File: config.mk
export PLATFORM = sky130hd
export DESIGN_NAME = mem_arbiter
export DESIGN_NICKNAME = d
export VERILOG_FILES = /design/src/rtl/mem_arbiter.sv
export SDC_FILE = /design/constraint.sdc
export NUM_CORES = 1
export LEC_CHECK = 0
export ABC_CLOCK_PERIOD_IN_PS = 2000
export CORE_MARGIN = 5
export CORE_UTILIZATION = 37
export DETAILED_ROUTE_END_ITERATION = 16
export HOLD_SLACK_MARGIN = 0.03
export PLACE_DENSITY_LB_ADDON = 0.1
export SKIP_LAST_GASP = 1
export SLEW_MARGIN = 20
export SYNTH_ARGS = -nofsm -noshare
export SYNTH_HDL_FRONTEND = slang
export SYNTH_SLANG_ARGS = --single-unit
File: constraint.sdc
create_clock -name clk -period 2 [get_ports clk]
set_clock_uncertainty 0.2 [all_clocks]
set_input_delay 0.4 -clock clk [delete_from_list [all_inputs] [get_ports clk]]
set_output_delay 0.4 -clock clk [all_outputs]
set_load 0.005 [all_outputs]
File: src/rtl/mem_arbiter.sv
// Two-master arbiter (instruction fetch vs. load/store) in front of one single-ported memory.
// Data side normally wins; a starvation counter hands priority to a waiting fetch after STARVE_MAX data wins.
module mem_arbiter #(
  parameter int unsigned STARVE_MAX = 3
) (
  input  logic        clk,
  input  logic        rst,
  input  logic        if_req,
  input  logic [31:0] if_addr,
  input  logic        if_flush,
  output logic        if_gnt,
  output logic        if_rvalid,
  output logic [31:0] if_rdata,
  input  logic        d_req,
  input  logic        d_we,
  input  logic [31:0] d_addr,
  input  logic [2:0]  d_func,
  input  logic [31:0] d_wdata,
  output logic        d_gnt,
  output logic        d_rvalid,
  output logic [31:0] d_rdata,
  output logic        mem_en,
  output logic        mem_we,
  output logic [31:0] mem_addr,
  output logic [2:0]  mem_func,
  output logic [31:0] mem_wdata,
  input  logic [31:0] mem_rdata,
  input  logic        mem_ready,
  output logic        busy
);

  typedef enum logic {IDLE, BUSY} state_t;

  localparam logic [3:0] STARVE_LIM = 4'(STARVE_MAX);

  state_t      state_q, state_d;
  logic        owner_q, owner_d;
  logic [3:0]  starve_q, starve_d;
  logic        drop_q, drop_d;
  logic        mem_en_q, mem_en_d;
  logic        mem_we_q, mem_we_d;
  logic [31:0] mem_addr_q, mem_addr_d;
  logic [2:0]  mem_func_q, mem_func_d;
  logic [31:0] mem_wdata_q, mem_wdata_d;
  logic        if_rvalid_q, if_rvalid_d;
  logic [31:0] if_rdata_q, if_rdata_d;
  logic        d_rvalid_q, d_rvalid_d;
  logic [31:0] d_rdata_q, d_rdata_d;
  logic        fetch_pri;

  always_comb begin
    state_d     = state_q;
    owner_d     = owner_q;
    starve_d    = starve_q;
    drop_d      = drop_q;
    mem_en_d    = mem_en_q;
    mem_we_d    = mem_we_q;
    mem_addr_d  = mem_addr_q;
    mem_func_d  = mem_func_q;
    mem_wdata_d = mem_wdata_q;
    if_rvalid_d = 1'b0;
    if_rdata_d  = if_rdata_q;
    d_rvalid_d  = 1'b0;
    d_rdata_d   = d_rdata_q;
    if_gnt      = 1'b0;
    d_gnt       = 1'b0;
    fetch_pri   = if_req && (starve_q == STARVE_LIM);

    case (state_q)
      IDLE: begin
        // Grants are combinational but suppressed while reset is asserted
        if (!rst) begin
          if (d_req && !fetch_pri) d_gnt = 1'b1;
          else if (if_req)         if_gnt = 1'b1;
        end
        if (d_gnt) begin
          state_d     = BUSY;
          owner_d     = 1'b1;
          drop_d      = 1'b0;
          mem_en_d    = 1'b1;
          mem_we_d    = d_we;
          mem_addr_d  = d_addr;
          mem_func_d  = d_func;
          mem_wdata_d = d_wdata;
          if (!if_req)                       starve_d = 4'd0;
          else if (starve_q != STARVE_LIM)   starve_d = starve_q + 4'd1;
        end else if (if_gnt) begin
          state_d     = BUSY;
          owner_d     = 1'b0;
          drop_d      = 1'b0;
          mem_en_d    = 1'b1;
          mem_we_d    = 1'b0;
          mem_addr_d  = if_addr;
          mem_func_d  = 3'b010;
          mem_wdata_d = 32'd0;
          starve_d    = 4'd0;
        end else if (!if_req) begin
          starve_d = 4'd0;
        end
      end

      BUSY: begin
        if (!owner_q && if_flush) drop_d = 1'b1;
        // A flush in the completion cycle itself must also kill the response
        if (mem_ready) begin
          state_d  = IDLE;
          mem_en_d = 1'b0;
          drop_d   = 1'b0;
          if (owner_q) begin
            d_rvalid_d = 1'b1;
            d_rdata_d  = mem_we_q ? 32'd0 : mem_rdata;
          end else if (!(drop_q || if_flush)) begin
            if_rvalid_d = 1'b1;
            if_rdata_d  = mem_rdata;
          end
        end
      end

      default: state_d = IDLE;
    endcase
  end

  always_ff @(posedge clk) begin
    if (rst) begin
      state_q     <= IDLE;
      owner_q     <= 1'b0;
      starve_q    <= 4'd0;
      drop_q      <= 1'b0;
      mem_en_q    <= 1'b0;
      mem_we_q    <= 1'b0;
      mem_addr_q  <= 32'd0;
      mem_func_q  <= 3'd0;
      mem_wdata_q <= 32'd0;
      if_rvalid_q <= 1'b0;
      if_rdata_q  <= 32'd0;
      d_rvalid_q  <= 1'b0;
      d_rdata_q   <= 32'd0;
    end else begin
      state_q     <= state_d;
      owner_q     <= owner_d;
      starve_q    <= starve_d;
      drop_q      <= drop_d;
      mem_en_q    <= mem_en_d;
      mem_we_q    <= mem_we_d;
      mem_addr_q  <= mem_addr_d;
      mem_func_q  <= mem_func_d;
      mem_wdata_q <= mem_wdata_d;
      if_rvalid_q <= if_rvalid_d;
      if_rdata_q  <= if_rdata_d;
      d_rvalid_q  <= d_rvalid_d;
      d_rdata_q   <= d_rdata_d;
    end
  end

  assign mem_en    = mem_en_q;
  assign mem_we    = mem_we_q;
  assign mem_addr  = mem_addr_q;
  assign mem_func  = mem_func_q;
  assign mem_wdata = mem_wdata_q;
  assign if_rvalid = if_rvalid_q;
  assign if_rdata  = if_rdata_q;
  assign d_rvalid  = d_rvalid_q;
  assign d_rdata   = d_rdata_q;
  assign busy      = (state_q == BUSY);

endmodule

== Yosys cells after proc, flatten, opt, wreduce, memory -nomap -nowiden ==
Cells that the tools add are included.

* Register bits: 142
* Word-level logic and storage cells: 78
* Output and inout bits: 138
* Input port bits: 138

* Add/subtract/negate cells: 1
* Bitwise logic cells: 4
* Equal/unequal tests: 7
* Mux-type cells: 38
* Reduce and logical (&&, ||, !) cells: 15

{| class="wikitable"
|+ Operators with widths
! cell !! number
|-
| 32-bit 2-to-1 mux || 5
|-
| 1-bit 2-to-1 mux || 23
|-
| 4-bit 2-to-1 mux || 5
|-
| 3-bit 2-to-1 mux || 2
|-
| 3-bit by 2-bit inequality test with 1-bit output (second input constant) || 2
|-
| 1-bit case mux with 2 select lines || 3
|-
| 2-bit AND reduction || 3
|-
| 3-bit AND reduction || 2
|-
| 4-bit by 1-bit adder with 4-bit output (second input constant) || 1
|-
| 4-bit by 2-bit equality test with 1-bit output (second input constant) || 1
|-
| 4-bit by 2-bit inequality test with 1-bit output (second input constant) || 1
|-
| 1-bit NOT || 4
|-
| 4-bit AND reduction || 1
|-
| 4-bit OR reduction || 1
|-
| 1-bit logical AND || 3
|-
| 3-bit by 1-bit inequality test with 1-bit output (second input constant) || 1
|-
| 3-bit inequality test (second input constant) || 1
|-
| 3-bit OR reduction || 1
|-
| 1-bit logical NOT || 2
|-
| 2-bit inequality test (second input constant) || 1
|-
| 2-bit nonzero test || 1
|-
| 1-bit logical OR || 1
|}

== Depth between registers and ports, before layout ==
Gate-level depths: netlist of run 1.

* Depth after elaboration: 10
* Gate-level depth with buffers: 7
* Mapped depth without buffers: 4

== Worst setup path after synthesis of run 1 ==
OpenSTA, ideal clock, no wires.

* Path type: register to output
* Start point: register starve_q[0]
* End point: output d_gnt
* Buffers on the path: 2
* Data arrival time: 1.360 ns
* Cell stages (with the launch flop): 6
* Path slack: 0.040 ns
* Cell sequence: dfxtp_1 ha_1 and4bb_1 buf_4 nor3_4 buf_6

* Longest elaborated chain between the ends: 8

{| class="wikitable"
|+ Ends and longest elaborated chain
! what !! line !! source
|-
| start: declaration || 38 || <nowiki>logic [3:0] starve_q, starve_d;</nowiki>
|-
| start signal: assignment || 141 || <nowiki>starve_q <= starve_d;</nowiki>
|-
| 4-bit by 2-bit equality test with 1-bit output || 67 || <nowiki>fetch_pri = if_req && (starve_q == STARVE_LIM);</nowiki>
|-
| 1-bit logical AND || 67 ||
|-
| 1-bit logical NOT || 73 || <nowiki>if (d_req && !fetch_pri) d_gnt = 1'b1;</nowiki>
|-
| 1-bit logical AND || 73 ||
|-
| 1-bit 2-to-1 mux || 73 ||
|-
| 1-bit 2-to-1 mux || 72 || <nowiki>if (!rst) begin</nowiki>
|-
| 1-bit 2-to-1 mux (2 in series) || 69 || <nowiki>case (state_q)</nowiki>
|-
| end: declaration || 19 || <nowiki>output logic d_gnt,</nowiki>
|}

No other way between the ends. The select of a mux whose other input is x is not followed.

== Worst setup path in the final report of run 1 ==
* Start point: register starve_q[1]
* End point: output d_gnt

The elaborated chain is that of the path after synthesis.

==> results of run 1 <==
-- how the worst min path moves through the flow --
| stage | from | cells after the start | to |
|---|---|---|---|
| 3_3_place_gp | d_rdata[1] | 2 | d_rdata[1] |
| 3_5_place_dp | d_rdata[4] | 2 | d_rdata[4] |
| 5_1_grt | d_rdata[16] | 2 | d_rdata[16] |
| 4_1_cts | d_rdata[3] | 2 | d_rdata[3] |
| 2_1_floorplan | d_rdata[0] | 2 | d_rdata[0] |
| 6_report | d_rdata[4] | 2 | d_rdata[4] |
-- stage by stage --
step	std cells	hold WS, ns	TNS (ns)	power (mW)	instance area, um2
after floorplan	622	0.248	0	3.58	5960
after global placement	1076	0.238	-31.10	4.28	9010
after detailed placement	1076	0.243	-31.07	4.31	9010
after CTS	1108	0.251	-0.793	7.66	9650
after global routing	1110	0.276	-0.773	7.89	9690
final	1110	0.250	-0.464	7.58	9690
-- final cells by class --
cell class                      instances  area [um2]  share of cell area, %
Tap cell                              216         270                   2.79
Sequential cell                       142        2850                   29.4
Multi-Input combinational cell        399        2760                   28.4
Clock buffer                           19         443                   4.57
Clock inverter                         13         176                   1.82
Inverter                                3        11.3                  0.116
Timing Repair Buffer                  318        3180                   32.8
-- state kept, by name, summed over array words and instances (netlist names) --
| name | cells |
|---|---|
| mem_en | 1 |
| if_rdata | 32 |
| if_rvalid | 1 |
| mem_func | 3 |
| d_rdata | 32 |
| drop_q | 1 |
| mem_addr | 32 |
| owner_q | 1 |
| d_rvalid | 1 |
| mem_we | 1 |
| mem_wdata | 32 |
| busy | 1 |
| starve_q | 4 |
-- synth_stat cells --
library cell	n
nor4_1	1
a21oi_1	100
a311oi_1	3
and4bb_1	1
ha_1	1
nand4_1	33
nand2_1	36
and2_4	1
inv_1	2
nand3_1	3
o21ai_0	64
and3_1	1
a32o_1	35
or3_1	1
o21ai_1	1
nor3_4	1
clkinv_1	1
and4bb_2	1
or4b_1	1
o41ai_1	1
a21boi_0	1
or3b_2	2
clkbuf_1	53
a31o_1	1
nor3_1	2
a311oi_2	29
o21a_1	3
buf_2	14
buf_1	1
buf_6	8
nand2b_1	2
and3b_1	1
a31oi_1	1
a211oi_1	1
nand4bb_1	2
dfxtp_1	142
nor2_1	2
or2_0	1
nand3b_1	65
nor2_2	1
buf_4	2
-- what timing repair did --
item                                    CTS  global route
buffers inserted                          0             3
resized for setup                        19             6
endpoints found under the setup margin   17            72
pin swaps                                 1             3
hold buffers                              0             0
hold endpoints to repair                  0             0
-- metal layers --
metal | up-vias | share of wire (%) | wire [um]
li1 | 2866 | - | -
met1 | 2876 | 41 | 8490
met2 | 249 | 47 | 9790
met3 | 32 | 9.4 | 1950
met4 | 0 | 2.4 | 501
met5 | - | 0 | 0
-- kinds of logic after synthesis --
| group | Yosys count |
|---|---|
| AO/OA/AOI/OAI | 240 |
| adder cells (fa/ha/maj) | 1 |
| buffers and inverters | 81 |
| flip-flops | 142 |
| AND/OR/NAND/NOR | 158 |
-- worst reg2reg max path: stages, from the launching register on --
cell	delay, ns
dfxtp_2	0.36
ha_4	0.15
buf_6	0.09
and4bb_2	0.28
buf_4	0.35
o21ai_0	0.19
a311oi_2	0.27
-- power by group through the flow --
stage | Sequential (mW) | Combinational [mW] | Clock, mW
2_1_floorplan | 3.11 | 0.470 | 0
3_3_place_gp | 3.11 | 1.18 | 0
3_5_place_dp | 3.11 | 1.20 | 0
4_1_cts | 3.05 | 1.21 | 3.40
5_1_grt | 3.06 | 1.29 | 3.53
6_report | 3.05 | 1.21 | 3.33
==> results.yml, run 1 <==
setup_path:
  crit_end: "d_gnt"
  critPathBufInv: 2
  reg2reg_to: "mem_addr[14]"
  crit_path_end_kind: "output port"
  cp.required_ns: 1.40
  critical_path_class: "flop to output port"
  cp.arrival_ns: 1.64
  critical-path-max-stage-delay_ns: 0.34
  path_max_fanout: 3
  crit_start: "starve_q[1]"
  r2r-start: "starve_q[1]"
  critPathTopFamily: "simple AND/OR/NAND/NOR gates"
  path_cells: "ha_4, buf_6, and4bb_2, nor3_4, buf_2"
  start_kind: "flop"
  cpMaxStageDelayCell: "dfxtp_2"
  ff2ff_path_depth: 6
  path_depth: 5
  ff2ff_setup_slack_ns: 0.03
global_route:
  grt_antenna_before_repair: 0
  grt_usage_pct: 21.4
  use_met3_pct: 7.24
  grt_pass1_vias: 6096
  grt_start_max_net_pins: 67
  use_met1_pct: 26.1
  busiest_layer: "met2"
  grt_util_met2_pct: 35.2
  overflow: 0
  grt_pass1_wl_um: 31800
clock_network:
  clk_latency_ns: 0.42
  numClockSinks: 142
  h-tree-depth: 4
  cts_buffers: 17
  path_clk_slew_ns: 0.06
  cts_max_path_buffers: 2
  clk_root_buffer_cell: "clkbuf_16"
  cts_tree: "built"
floorplan:
  fp.coreArea_um2: 15800
  die_height_um: 137
  start_util_pct: 37.6
  row_count: 46
  die_width_um: 137
  die_area_um2: 18700
  pin_count: 276
logic_synthesis:
  synth_mux_area_share_pct: 0
  synthCells: 622
  synth_top_area_share_pct: 47.7
  synth_area_leaders: "dfxtp_1, a21oi_1, nand3b_1"
  synth_fp_nets: 761
  synth.avg_cell_area_um2: 9.58
  ys_seq_area_share_pct: 47.7
  yosysWarnings: 0
  synth_xor_area_share_pct: 0
  synth_top_family_by_area: "compound AO/OA/AOI/OAI gates"
  synth_simple_gate_area_share_pct: 17.0
  synthAdderAreaFrac_pct: 0.210
  synth_seq_cells: 142
  syn_area_um2: 5960
  synth.distinct_cells: 41
  synth_compound_area_share_pct: 28.5
  yosys.area.top_type: "dfxtp_1"
power_and_ir_drop:
  power.share.clock_pct: 43.9
  combPwrFrac_pct: 15.9
  power.density_nw_per_um2: 783
  p_switching_mw: 1.88
  swShare_pct: 24.8
  p_int_mw: 5.70
  vdd_drop_max_mv: 0.523
  p_seq_share_pct: 40.2
  p_leak_nw: 3.25
final_layout:
  utilization_pct: 61.2
  syn2layout_area_growth_pct: 62.6
  antennaDiodeCount: 0
  fillers: 1307
  layout_common_cells: "clkdlybuf4s50_1, dfxtp_1, a21oi_1, nand3b_1, o21ai_0"
  layout.nets: 1020
  drive_gt1_share_pct: 13.5
  final_common_cell: "clkdlybuf4s50_1"
sta:
  hold_viol: 0
  maxClockFrequency_mhz: 447
  setup_viol: 2
  min_period_over_period_pct: 112
  relSlewSlack_pct: 51.5
  maxSlewViolCount: 0
  worst_slew_pin_slew_ns: 0.727
  setup_ws_ns: -0.238
  finalCriticalPeriod_ns: 2.24
  rsz0062_at_grt: "true"
routing:
  drtIter0Drc: 300
  firstDrtPassIters: 5
  drc: 0
  wl_per_cell_um: 18.7
  via_count: 6023
  antenna_left: 0
  wl_um: 20700
  via_per_inst: 5.43
outcome:
  violations: "negative setup slack"
  status: "finished, violations left"
job:
  cap_violations: 0
placement:
  post-place-ws_ns: -0.524
  gp_congestion: 0.809
  dp_hpwl_um: 14600
  io_buffers: 275
hold_path:
  hold_path_class: "flop to flop"
(Power assumes the default switching activity.)
==> inputs of run 2 (changes only) <==
--- a/config.mk
+++ b/config.mk
@@ -6,6 +6,7 @@
 export NUM_CORES = 1
 export LEC_CHECK = 0
 export ABC_CLOCK_PERIOD_IN_PS = 2000
+export CORE_ASPECT_RATIO = 1.5
 export CORE_MARGIN = 5
 export CORE_UTILIZATION = 37
 export DETAILED_ROUTE_END_ITERATION = 16
==> results.yml, run 2 (synthesis results as in run 1) <==
clock_network:
  cts_tree: "built"
  cts_buffers: 17
  clk_root_buffer_cell: "clkbuf_16"
  h-tree-depth: 4
  numClockSinks: 142
  ctsHoldBuffers: 0
  clk_latency_ns: 0.40
  cts_max_path_buffers: 2
  path_clk_slew_ns: 0.06
global_route:
  overflow: 0
  grt_usage_pct: 21.5
  grt_pass1_wl_um: 32600
  grt_start_max_net_pins: 67
  grt_antenna_before_repair: 0
  grt_pass1_vias: 6426
setup_path:
  critPathTopFamily: "simple AND/OR/NAND/NOR gates"
  cp.required_ns: 1.40
  crit_path_end_kind: "output port"
  critPathBufInv: 1
  cp.arrival_ns: 1.65
  start_kind: "flop"
  critical-path-max-stage-delay_ns: 0.38
  critical_path_class: "flop to output port"
  cpMaxStageDelayCell: "or3b_4"
  ff2ff_setup_slack_ns: 0.09
  path_max_fanout: 2
  path_cells: "ha_4, or3b_4, a211oi_2, buf_2"
sta:
  tns_ns: -0.450
  finalCriticalPeriod_ns: 2.25
  worst_slew_pin_slew_ns: 0.584
  maxSlewViolCount: 0
  setup_ws_ns: -0.254
  rsz0062_at_grt: "true"
  whs_ns: 0.232
  hold_viol: 0
  relSlewSlack_pct: 61.1
  min_period_over_period_pct: 113
  maxClockFrequency_mhz: 444
  setup_viol: 2
routing:
  drtIter0Drc: 359
  via_count: 6085
  via_per_inst: 5.55
  wl_per_cell_um: 19.1
  wl_um: 20900
  drc: 0
  firstDrtPassIters: 4
  antenna_left: 0
final_layout:
  finalNonFillerCells: 1097
  drive_gt1_share_pct: 13.4
  layout.nets: 1020
  syn2layout_area_growth_pct: 62.2
  antennaDiodeCount: 0
  utilization_pct: 61.3
  final_common_cell: "clkdlybuf4s50_1"
  layout_common_cells: "clkdlybuf4s50_1, dfxtp_1, a21oi_1, nand3b_1, o21ai_0"
power_and_ir_drop:
  vdd_drop_max_mv: 0.567
  p_leak_nw: 3.24
  power.density_nw_per_um2: 770
outcome:
  status: "finished, violations left"
  violations: "negative setup slack"
hold_path:
  hold_path_class: "input pin to flop"
floorplan:
  pin_count: 276
  row_count: 56
  start_util_pct: 37.8
  die_height_um: 165
  die_width_um: 114
  fp.coreArea_um2: 15800
  die_area_um2: 18800
placement:
  gp_congestion: 0.789
  dp_hpwl_um: 14500
  dpl.cell_count: 1064
  post-place-ws_ns: -0.466
  io_buffers: 275
job:
  cap_violations: 0
run 2: cell types whose count changed in the layout (fill, tap and decap cells not counted), moves of 2 or more:
cell / previous run / this run
clkinvlp_4: 2 / 4
buf_4: 33 / 31
buf_12: 8 / 11
clkdlybuf4s50_1: 271 / 269
dlygate4sd2_1: 0 / 2
run 2: layer usage:
metal  vias up  global-route usage [%]  routed length (um)
met5         -                       0                   0
met2       252                    38.2               10900
met4         0                    10.6                 800
li1       2867                       -                   -
met3        53                    6.16                1430
met1      2913                    23.3                7770
run 2: where the power goes:
part           switching, mW  internal, mW  total (mW)
logic                  0.502         0.709        1.21
registers             0.0804          2.97        3.05
clock network           1.28          1.90        3.18
total                   1.86          5.58        7.44
run 2: worst reg2reg max path, stage by stage (launching register included):
cell and delay, ns:
dfxtp_2 0.36, ha_4 0.14, buf_4 0.12, and4bb_1 0.30, buf_8 0.24, o21ai_0 0.17, a311oi_2 0.29
run 2: what timing repair did:
action | CTS | global route
cloned | 0 | 0
resized for setup | 19 | 2
pin swaps | 1 | 0
buffers inserted | 2 | 0
endpoints found under the setup margin | 4 | 24
run 2: final timing paths:
check,from,to,depth (start not counted)
setup / recovery,starve_q[0],if_gnt,4
hold / removal,rst,mem_addr[26],4
setup reg to reg,starve_q[0],mem_addr[31],6
hold reg to reg,d_rdata[0],d_rdata[0],2
run 2: stage by stage:
step	instance area, um2	total power [mW]
after floorplan	5960	3.58
after global placement	9030	4.30
after detailed placement	9030	4.32
after CTS	9660	7.52
after global routing	9670	7.76
final	9670	7.44
run 2: final cells by class:
type / instances / area (um2)
Clock inverter: 13 / 154
Multi-Input combinational cell: 399 / 2750
Tap cell: 203 / 254
Sequential cell: 142 / 2850
Inverter: 3 / 11.3
Fill cell: 1342 / 6100
Clock buffer: 19 / 443
Timing Repair Buffer: 318 / 3200
